===== src/rtl/aes_seq_pkg.sv =====
// Shared types and constants for the UART-driven AES sequencer.
package aes_seq_pkg;

  localparam int BLOCK_W     = 128;
  localparam int BLOCK_BYTES = BLOCK_W / 8;

  localparam logic [7:0] CMD_KEY     = 8'h4B;
  localparam logic [7:0] CMD_PT      = 8'h50;
  localparam logic [7:0] CMD_SEED    = 8'h53;
  localparam logic [7:0] RSP_UNKNOWN = 8'h3F;
  localparam logic [7:0] RSP_TIMEOUT = 8'h45;

  typedef enum logic [2:0] {
    ST_IDLE,
    ST_RX_KEY,
    ST_RX_PT,
    ST_RX_SEED,
    ST_START,
    ST_WAIT,
    ST_TX_CT,
    ST_TX_BYTE
  } state_t;

endpackage


===== src/rtl/aes_seq_shreg.sv =====
// Byte-wide load/unload shift register with byte counter, shared by receive and transmit paths.
// Holds the 15 bytes not yet consumed: on receive the 16th byte completes 'word' directly,
// on transmit the first byte goes straight to the output register at load time.
module aes_seq_shreg
  import aes_seq_pkg::*;
(
  input  logic                 clk,
  input  logic                 rst_n,
  input  logic                 clr,
  input  logic                 load,
  input  logic [BLOCK_W-9:0]   load_data,
  input  logic                 shift,
  input  logic [7:0]           shift_byte,
  output logic [BLOCK_W-1:0]   word,
  output logic [7:0]           next_byte,
  output logic [3:0]           cnt
);

  logic [BLOCK_W-9:0] data;

  always_ff @(posedge clk or negedge rst_n) begin
    if (!rst_n) begin
      data <= '0;
      cnt  <= '0;
    end else if (clr) begin
      data <= '0;
      cnt  <= '0;
    end else if (load) begin
      data <= load_data;
      cnt  <= '0;
    end else if (shift) begin
      data <= {data[BLOCK_W-17:0], shift_byte};
      cnt  <= cnt + 4'd1;
    end
  end

  assign word      = {data, shift_byte};
  assign next_byte = data[BLOCK_W-9 -: 8];

endmodule


===== src/rtl/aes_uart_sequencer.sv =====
// UART command sequencer for a masked AES core: loads key/plaintext, runs the core, returns ciphertext.
// Optional mask reseed command ('S') is built when MASK_RESEED_EN is defined.
module aes_uart_sequencer
  import aes_seq_pkg::*;
#(
  parameter int         TIMEOUT_CYCLES = 4096,
  parameter logic [7:0] IDLE_ACK       = 8'h06
) (
  input  logic               io_clk,
  input  logic               io_reset_n,
  input  logic               rx_valid,
  input  logic [7:0]         rx_data,
  output logic               rx_ready,
  output logic               tx_valid,
  output logic [7:0]         tx_data,
  input  logic               tx_ready,
  output logic [BLOCK_W-1:0] aes_key,
  output logic [BLOCK_W-1:0] aes_pt,
  output logic               aes_start,
  input  logic               aes_done,
  input  logic [BLOCK_W-1:0] aes_ct,
  output logic               io_done
`ifdef MASK_RESEED_EN
  , output logic [31:0]      mask_seed
  , output logic             seed_load
`endif
);

  localparam int             TW           = (TIMEOUT_CYCLES > 2) ? $clog2(TIMEOUT_CYCLES) : 1;
  localparam logic [TW-1:0]  TIMEOUT_LAST = TW'(TIMEOUT_CYCLES - 1);

  state_t               state;
  logic [TW-1:0]        tcnt;
  logic                 rx_fire;
  logic                 rx_clr;
  logic                 rx_shift;
  logic                 tx_load;
  logic                 tx_shift;
  logic [BLOCK_W-1:0]   rx_word;
  logic [3:0]           rx_cnt;
  logic [7:0]           tx_next;
  logic [3:0]           tx_cnt;

  assign rx_ready = (state == ST_IDLE) || (state == ST_RX_KEY) ||
                    (state == ST_RX_PT) || (state == ST_RX_SEED);
  assign rx_fire  = rx_valid && rx_ready;
  assign rx_clr   = rx_fire && (state == ST_IDLE);
  assign rx_shift = rx_fire && (state != ST_IDLE);
  assign tx_load  = (state == ST_WAIT) && aes_done;
  assign tx_shift = (state == ST_TX_CT) && tx_valid && tx_ready;

  aes_seq_shreg u_rx_shreg (
    .clk        (io_clk),
    .rst_n      (io_reset_n),
    .clr        (rx_clr),
    .load       (1'b0),
    .load_data  ('0),
    .shift      (rx_shift),
    .shift_byte (rx_data),
    .word       (rx_word),
    .next_byte  (),
    .cnt        (rx_cnt)
  );

  aes_seq_shreg u_tx_shreg (
    .clk        (io_clk),
    .rst_n      (io_reset_n),
    .clr        (1'b0),
    .load       (tx_load),
    .load_data  (aes_ct[BLOCK_W-9:0]),
    .shift      (tx_shift),
    .shift_byte (8'h00),
    .word       (),
    .next_byte  (tx_next),
    .cnt        (tx_cnt)
  );

  always_ff @(posedge io_clk or negedge io_reset_n) begin
    if (!io_reset_n) begin
      state     <= ST_IDLE;
      tcnt      <= '0;
      aes_key   <= '0;
      aes_pt    <= '0;
      tx_valid  <= 1'b0;
      tx_data   <= 8'h00;
      aes_start <= 1'b0;
      io_done   <= 1'b0;
`ifdef MASK_RESEED_EN
      mask_seed <= '0;
      seed_load <= 1'b0;
`endif
    end else begin
      aes_start <= 1'b0;
`ifdef MASK_RESEED_EN
      seed_load <= 1'b0;
`endif
      case (state)
        ST_IDLE: begin
          if (rx_fire) begin
            case (rx_data)
              CMD_KEY: state <= ST_RX_KEY;
              CMD_PT: begin
                state   <= ST_RX_PT;
                io_done <= 1'b0;
              end
`ifdef MASK_RESEED_EN
              CMD_SEED: state <= ST_RX_SEED;
`endif
              default: begin
                state    <= ST_TX_BYTE;
                tx_valid <= 1'b1;
                tx_data  <= RSP_UNKNOWN;
              end
            endcase
          end
        end
        // Key and plaintext registers only change once the whole block has arrived.
        ST_RX_KEY: begin
          if (rx_fire && rx_cnt == 4'd15) begin
            aes_key  <= rx_word;
            state    <= ST_TX_BYTE;
            tx_valid <= 1'b1;
            tx_data  <= IDLE_ACK;
          end
        end
        ST_RX_PT: begin
          if (rx_fire && rx_cnt == 4'd15) begin
            aes_pt    <= rx_word;
            state     <= ST_START;
            aes_start <= 1'b1;
          end
        end
`ifdef MASK_RESEED_EN
        ST_RX_SEED: begin
          if (rx_fire && rx_cnt == 4'd3) begin
            mask_seed <= rx_word[31:0];
            seed_load <= 1'b1;
            state     <= ST_TX_BYTE;
            tx_valid  <= 1'b1;
            tx_data   <= IDLE_ACK;
          end
        end
`endif
        ST_START: begin
          state <= ST_WAIT;
          tcnt  <= '0;
        end
        // A completion arriving on the final timeout cycle still counts as success.
        ST_WAIT: begin
          if (aes_done) begin
            state    <= ST_TX_CT;
            tx_valid <= 1'b1;
            tx_data  <= aes_ct[BLOCK_W-1 -: 8];
          end else if (tcnt == TIMEOUT_LAST) begin
            state    <= ST_TX_BYTE;
            tx_valid <= 1'b1;
            tx_data  <= RSP_TIMEOUT;
          end else begin
            tcnt <= tcnt + 1'b1;
          end
        end
        ST_TX_CT: begin
          if (tx_valid && tx_ready) begin
            if (tx_cnt == 4'd15) begin
              tx_valid <= 1'b0;
              io_done  <= 1'b1;
              state    <= ST_IDLE;
            end else begin
              tx_data <= tx_next;
            end
          end
        end
        ST_TX_BYTE: begin
          if (tx_ready) begin
            tx_valid <= 1'b0;
            state    <= ST_IDLE;
          end
        end
        default: state <= ST_IDLE;
      endcase
    end
  end

endmodule


===== config.mk =====
export PLATFORM = sky130hd
export DESIGN_NAME = aes_uart_sequencer
export DESIGN_NICKNAME = d
export VERILOG_FILES = /design/src/rtl/aes_seq_pkg.sv /design/src/rtl/aes_seq_shreg.sv /design/src/rtl/aes_uart_sequencer.sv
export SDC_FILE = /design/constraint.sdc
export NUM_CORES = 1
export LEC_CHECK = 0
export ABC_CLOCK_PERIOD_IN_PS = 3400
export BUFFER_PORTS_ARGS = -buffer_cell sky130_fd_sc_hd__buf_2
export CAP_MARGIN = 20
export CELL_PAD_IN_SITES_DETAIL_PLACEMENT = 1
export CELL_PAD_IN_SITES_GLOBAL_PLACEMENT = 1
export CORE_UTILIZATION = 49
export CTS_BUF_LIST = sky130_fd_sc_hd__clkbuf_16
export CTS_CLUSTER_DIAMETER = 50
export DETAILED_ROUTE_END_ITERATION = 10
export PLACE_DENSITY_LB_ADDON = 0.25
export SLEW_MARGIN = 10
export SYNTH_ARGS = -nofsm -noshare
export SYNTH_HDL_FRONTEND = slang
export SYNTH_HIERARCHICAL = 1
export SYNTH_SLANG_ARGS = --single-unit

===== constraint.sdc =====
create_clock -name io_clk -period 3.4 [get_ports io_clk]
set_clock_uncertainty 0.1 [all_clocks]
set_input_delay 0.17 -clock io_clk [delete_from_list [all_inputs] [get_ports io_clk]]
set_output_delay 0.17 -clock io_clk [all_outputs]
set_load 0.005 [all_outputs]

=== After elaboration in Yosys (flattened, before gate mapping) ===
Cells that the tools add are included.

* Bits in registers: 530
* Logic and storage cells: 111
* Output and inout port bits: 268
* Input bits: 141

* Eq/ne operators: 24
* $add $sub $neg: 3
* Multiplexer cells: 45
* Reduce and logical (&&, ||, !) cells: 27

{| class="wikitable"
|+ Operators with widths
! kind !! count
|-
| 2-to-1 mux 120 bit || 4
|-
| 2-to-1 mux 8 bit || 7
|-
| one-hot mux 8 bit (4 select lines) || 1
|-
| 2-to-1 mux 12 bit || 2
|-
| 2-to-1 mux 3 bit || 8
|-
| one-hot mux 12 bit (2 select lines) || 1
|-
| one-hot mux 3 bit (7 select lines) || 1
|-
| equality test 8 x 7 -> 1 bit, second input constant || 2
|-
| 2-to-1 mux 4 bit || 4
|-
| 2-to-1 mux 1 bit || 14
|-
| AND reduction 7 bit || 2
|-
| adder 12 x 1 -> 12 bit, second input constant || 1
|-
| equality test 12 bit, second input constant || 1
|-
| equality test 3 bit, second input constant || 4
|-
| != test 2 bit, second input constant || 6
|-
| != test 2 x 1 -> 1 bit, second input constant || 5
|-
| adder 4 x 1 -> 4 bit, second input constant || 2
|-
| equality test 4 bit, second input constant || 2
|-
| logical AND 1 bit || 8
|-
| AND reduction 8 bit || 1
|-
| nonzero test 2 bit || 4
|-
| equality test 3 x 2 -> 1 bit, second input constant || 2
|-
| one-hot mux 3 bit (2 select lines) || 1
|-
| one-hot mux 1 bit (5 select lines) || 1
|-
| other kinds (12) || 15
|}

=== Depth between registers and ports, before layout ===
* Depth in word-level cells: 8
* Depth in mapped cells: 8
* Depth with buffers taken out: 6

=== Cells and area by module ===
The synthesis kept the hierarchy.

{| class="wikitable"
|+ By module, submodules not included
! module !! instances !! cells an instance !! area each (sq um) !! sequential area each (sq um)
|-
| aes_seq_shreg || 2 || 568 || 6,465.0 || 3,103.0
|-
| aes_uart_sequencer || 1 || 722 || 11,031.8 || 7,056.8
|}

=== Worst setup path after synthesis ===
Ideal clock, no wire load.

* Kind: flip-flop to flip-flop
* From: register tcnt[0]
* To: register tx_data[0]
* Path buffers: 0
* Library setup time: 125 ps
* Setup slack: 1,341 ps
* Data required time: 3,175 ps
* Cell stages (with the launch flop): 7
* Clock period less this slack: 2,059 ps
* Data arrival time: 1,834 ps
* Cell sequence: dfrtp_1 ha_1 nand3_1 nor3_1 o22ai_1 a311oi_4 mux2_2

* Cells in the longest elaborated chain, start to end: 3

{| class="wikitable"
|+ Ends and longest elaborated chain
! element !! line !! source
|-
| start: declaration || aes_uart_sequencer.sv:33 || <nowiki>logic [TW-1:0] tcnt;</nowiki>
|-
| start signal: assignment || aes_uart_sequencer.sv:159 || <nowiki>tcnt <= tcnt + 1'b1;</nowiki>
|-
| equality test 12 bit || aes_uart_sequencer.sv:154 || <nowiki>end else if (tcnt == TIMEOUT_LAST) begin</nowiki>
|-
| != test 3 x 2 -> 1 bit (no source line) || n/a ||
|-
| AND reduction 7 bit (no source line) || n/a ||
|-
| end signal: assignment || aes_uart_sequencer.sv:153 || <nowiki>tx_data <= aes_ct[BLOCK_W-1 -: 8];</nowiki>
|-
| end signal: assignment || aes_uart_sequencer.sv:169 || <nowiki>tx_data <= tx_next;</nowiki>
|-
| end: declaration || aes_uart_sequencer.sv:15 || <nowiki>output logic [7:0] tx_data,</nowiki>
|}

Every way passes these cells.
A chain may end at the register's enable or synchronous reset.

=== Final worst setup path ===
* From: register state[2]
* To: register u_tx_shreg.data[111]

* Cells in the longest elaborated chain, start to end: 4

{| class="wikitable"
|+ Ends and longest elaborated chain
! element !! line !! source
|-
| start: declaration || aes_uart_sequencer.sv:32 || <nowiki>state_t state;</nowiki>
|-
| start signal: assignment || aes_uart_sequencer.sv:80 || <nowiki>state <= ST_IDLE;</nowiki>
|-
| start signal: assignment || aes_uart_sequencer.sv:101 || <nowiki>CMD_KEY: state <= ST_RX_KEY;</nowiki>
|-
| start signal: assignment || aes_uart_sequencer.sv:103 || <nowiki>state <= ST_RX_PT;</nowiki>
|-
| equality test 3 bit || aes_uart_sequencer.sv:50 || <nowiki>assign tx_shift = (state == ST_TX_CT) && tx_valid && tx_ready;</nowiki>
|-
| logical AND 1 bit (2 in a row) || aes_uart_sequencer.sv:50 ||
|-
| named net tx_shift || aes_uart_sequencer.sv:38 || <nowiki>logic tx_shift;</nowiki>
|-
| nonzero test 2 bit (no source line) || n/a ||
|-
| end signal: assignment || aes_seq_shreg.sv:29 || <nowiki>data <= load_data;</nowiki>
|-
| end signal: assignment || aes_seq_shreg.sv:32 || <nowiki>data <= {data[BLOCK_W-17:0], shift_byte};</nowiki>
|-
| end: declaration || aes_seq_shreg.sv:19 || <nowiki>logic [BLOCK_W-9:0] data;</nowiki>
|}

The timed path passes the listed nets, and every way through them passes these cells.

==> results_dict.tcl <==
set metrics [dict create \
    dieArea_um2 49500 \
    grt_setup_unrepaired "no" \
    cts_buffers 59 \
    setup-tns-final_ns 0 \
    syn_to_final_growth_pct 26.0 \
    fp-row-count 80 \
    post_cts_buffers 0 \
    drt_iter0_drc 1170 \
    drcViolationCount 0 \
    tightest_slew_ns 0.836 \
    hp-class "in -> async" \
    grt_max_degree 124 \
    portBuffers 408 \
    cts_tree "done" \
    gr-total-overflow 0 \
    start_kind "flop" \
    switching_power_mw 6.01 \
    arrival_ns 3.41 \
    num_vias 17800 \
    dp_hpwl_um 44900 \
    finalSetupViolations 0 \
    die_h_um 223 \
    track_usage_pct 31.9 \
    nets 2604 \
    wl_per_cell_um 25.1 \
    diodes 0 \
    worst_path_max_delay_cell "dfrtp_1" \
    clk_latency_ns 0.61 \
    core-area_um2 47800 \
    max_cap_viol_count 0 \
    antenna_found_initial 1 \
    power.density_nw_per_um2 613 \
    p_seq_share_pct 45.4 \
    ioPinCount 409 \
    max_freq_mhz 328 \
    syn_avg_cell_area_um2 12.9 \
    max_stage_delay_ns 0.81 \
    netlist_area_um2 23800 \
    min_period_ns 3.05 \
    clkPwrFrac_pct 33.6 \
    dr.pass1.iters 5 \
    wl_um 78100 \
    p_total_mw 18.4 \
    ys_warn_count 6 \
    cp_num_buf_inv 1 \
    p_comb_share_pct 20.9 \
    maxSlewViolCount 0 \
    path_max_fanout 47 \
    clockRootBuffer "clkbuf_16" \
    crit_family "simple AND/OR/NAND/NOR gates" \
    clockBufferDepth 3 \
    htreeDepth 2 \
    required_ns 3.76 \
    gp_congestion 0.805 \
    ant_nets 0 \
    grt_pass1_wl_um 122000 \
    path_cells "nand3_1, nor2_4, buf_12, mux2i_1, a211oi_1" \
    critPathCaptureType "flop" \
    path_clk_slew_ns 0.07 \
    grt_pass1_vias 20200 \
    cts.sinks 530 \
    timing.final.crit_share_pct 89.6 \
    die_w_um 223 \
    sw_frac_of_total_pct 32.6 \
    hold_buffers 140 \
    criticalPathCategory "reg -> reg" \
    intPower_mw 12.4 \
    cts_resized 0 \
    whs_ns 0.0794 \
    max_slew_margin_pct 42.8 \
    p_leak_nw 14.4 \
    initial_core_util_pct 49.8 \
    status "finished clean" \
    syn_inst 1842 \
    routed_via_density 5.72 \
    drive_gt1_share_pct 32.3 \
    hold_viol 0 \
    ir_worst_vdd_mv 0.453 \
]
-- flip-flops by register name (all words and copies together) (netlist names) --
register,count
tx_valid,1
aes_pt,128
io_done,1
tcnt,12
tx_data,8
u_rx_shreg/data,120
state,3
u_rx_shreg/cnt,4
u_tx_shreg/cnt,4
u_tx_shreg/data,120
aes_start,1
aes_key,128
-- area by class of cell --
type                    instances  area, um^2
fillers                      4857       17800
flip-flops and latches        530       13300
multi-input cells            1281       10200
repair buffers                581        3910
clock buffers                  61        1530
well taps                     615         769
clock inverters                42         308
inverters                       7        27.5
-- power by group through the flow --
stage	sequential, mW	clock [mW]	combinational (mW)
final	8.37	6.20	3.86
after global routing	8.44	6.54	4.14
after CTS	8.30	6.26	3.60
after detailed placement	8.38	0	3.42
after global placement	8.34	0	3.25
after floorplan	7.78	0	2.76
-- per-layer routing --
layer  share of wire, %  vias to the layer above  global-route usage, %
met5              0.010                        -                      0
met4                3.8                        2                   12.3
met3                5.6                      216                   6.86
met2                 52                      620                   56.0
met1                 39                     9237                   38.1
li1                   -                     7751                      -
-- final timing paths --
| kind | start | to | slack [ns] | cells past startpoint |
|---|---|---|---|---|
| min | io_reset_n | aes_key[105] | 0.08 | 2 |
| max | state[2] | u_tx_shreg/data[111] | 0.35 | 5 |
| max reg2reg | state[2] | u_tx_shreg/data[111] | 0.35 | 5 |
| max in group asynchronous | io_reset_n | aes_key[7] | 2.02 | 4 |
| min reg2reg | aes_pt[82] | aes_pt[82] | 0.40 | 1 |
| min in group io_clk | rx_data[6] | aes_key[6] | 0.30 | 3 |
-- cells in the final DEF, fill, tap and decap left out, types with 8 or more instances in the layout --
cell             n
buf_4           16
o21ai_0         13
clkinv_2         9
mux2_2         267
a21oi_1         17
inv_1           17
nand4_1          8
mux2i_1        244
nand2_1         16
nor2b_1        241
nor2_1          22
clkinv_1        10
dlygate4sd3_1  140
a211oi_1       241
buf_2          407
clkbuf_16       61
conb_1         136
nand3_1         11
buf_12          17
dfrtp_1        530
-- stage by stage --
step                instances  cell area, um^2  util [%]  worst slack [ns]
finish                   3117            30000      62.8             0.353
global route             3117            30000      62.8             0.272
CTS                      3117            30000      62.8             0.646
detailed placement       2874            26800      56.0             0.723
global placement         2874            26800      56.0             0.874
floorplan                1977            24300         -              1.34
No activity file was read; power rests on OpenSTA's default activity.
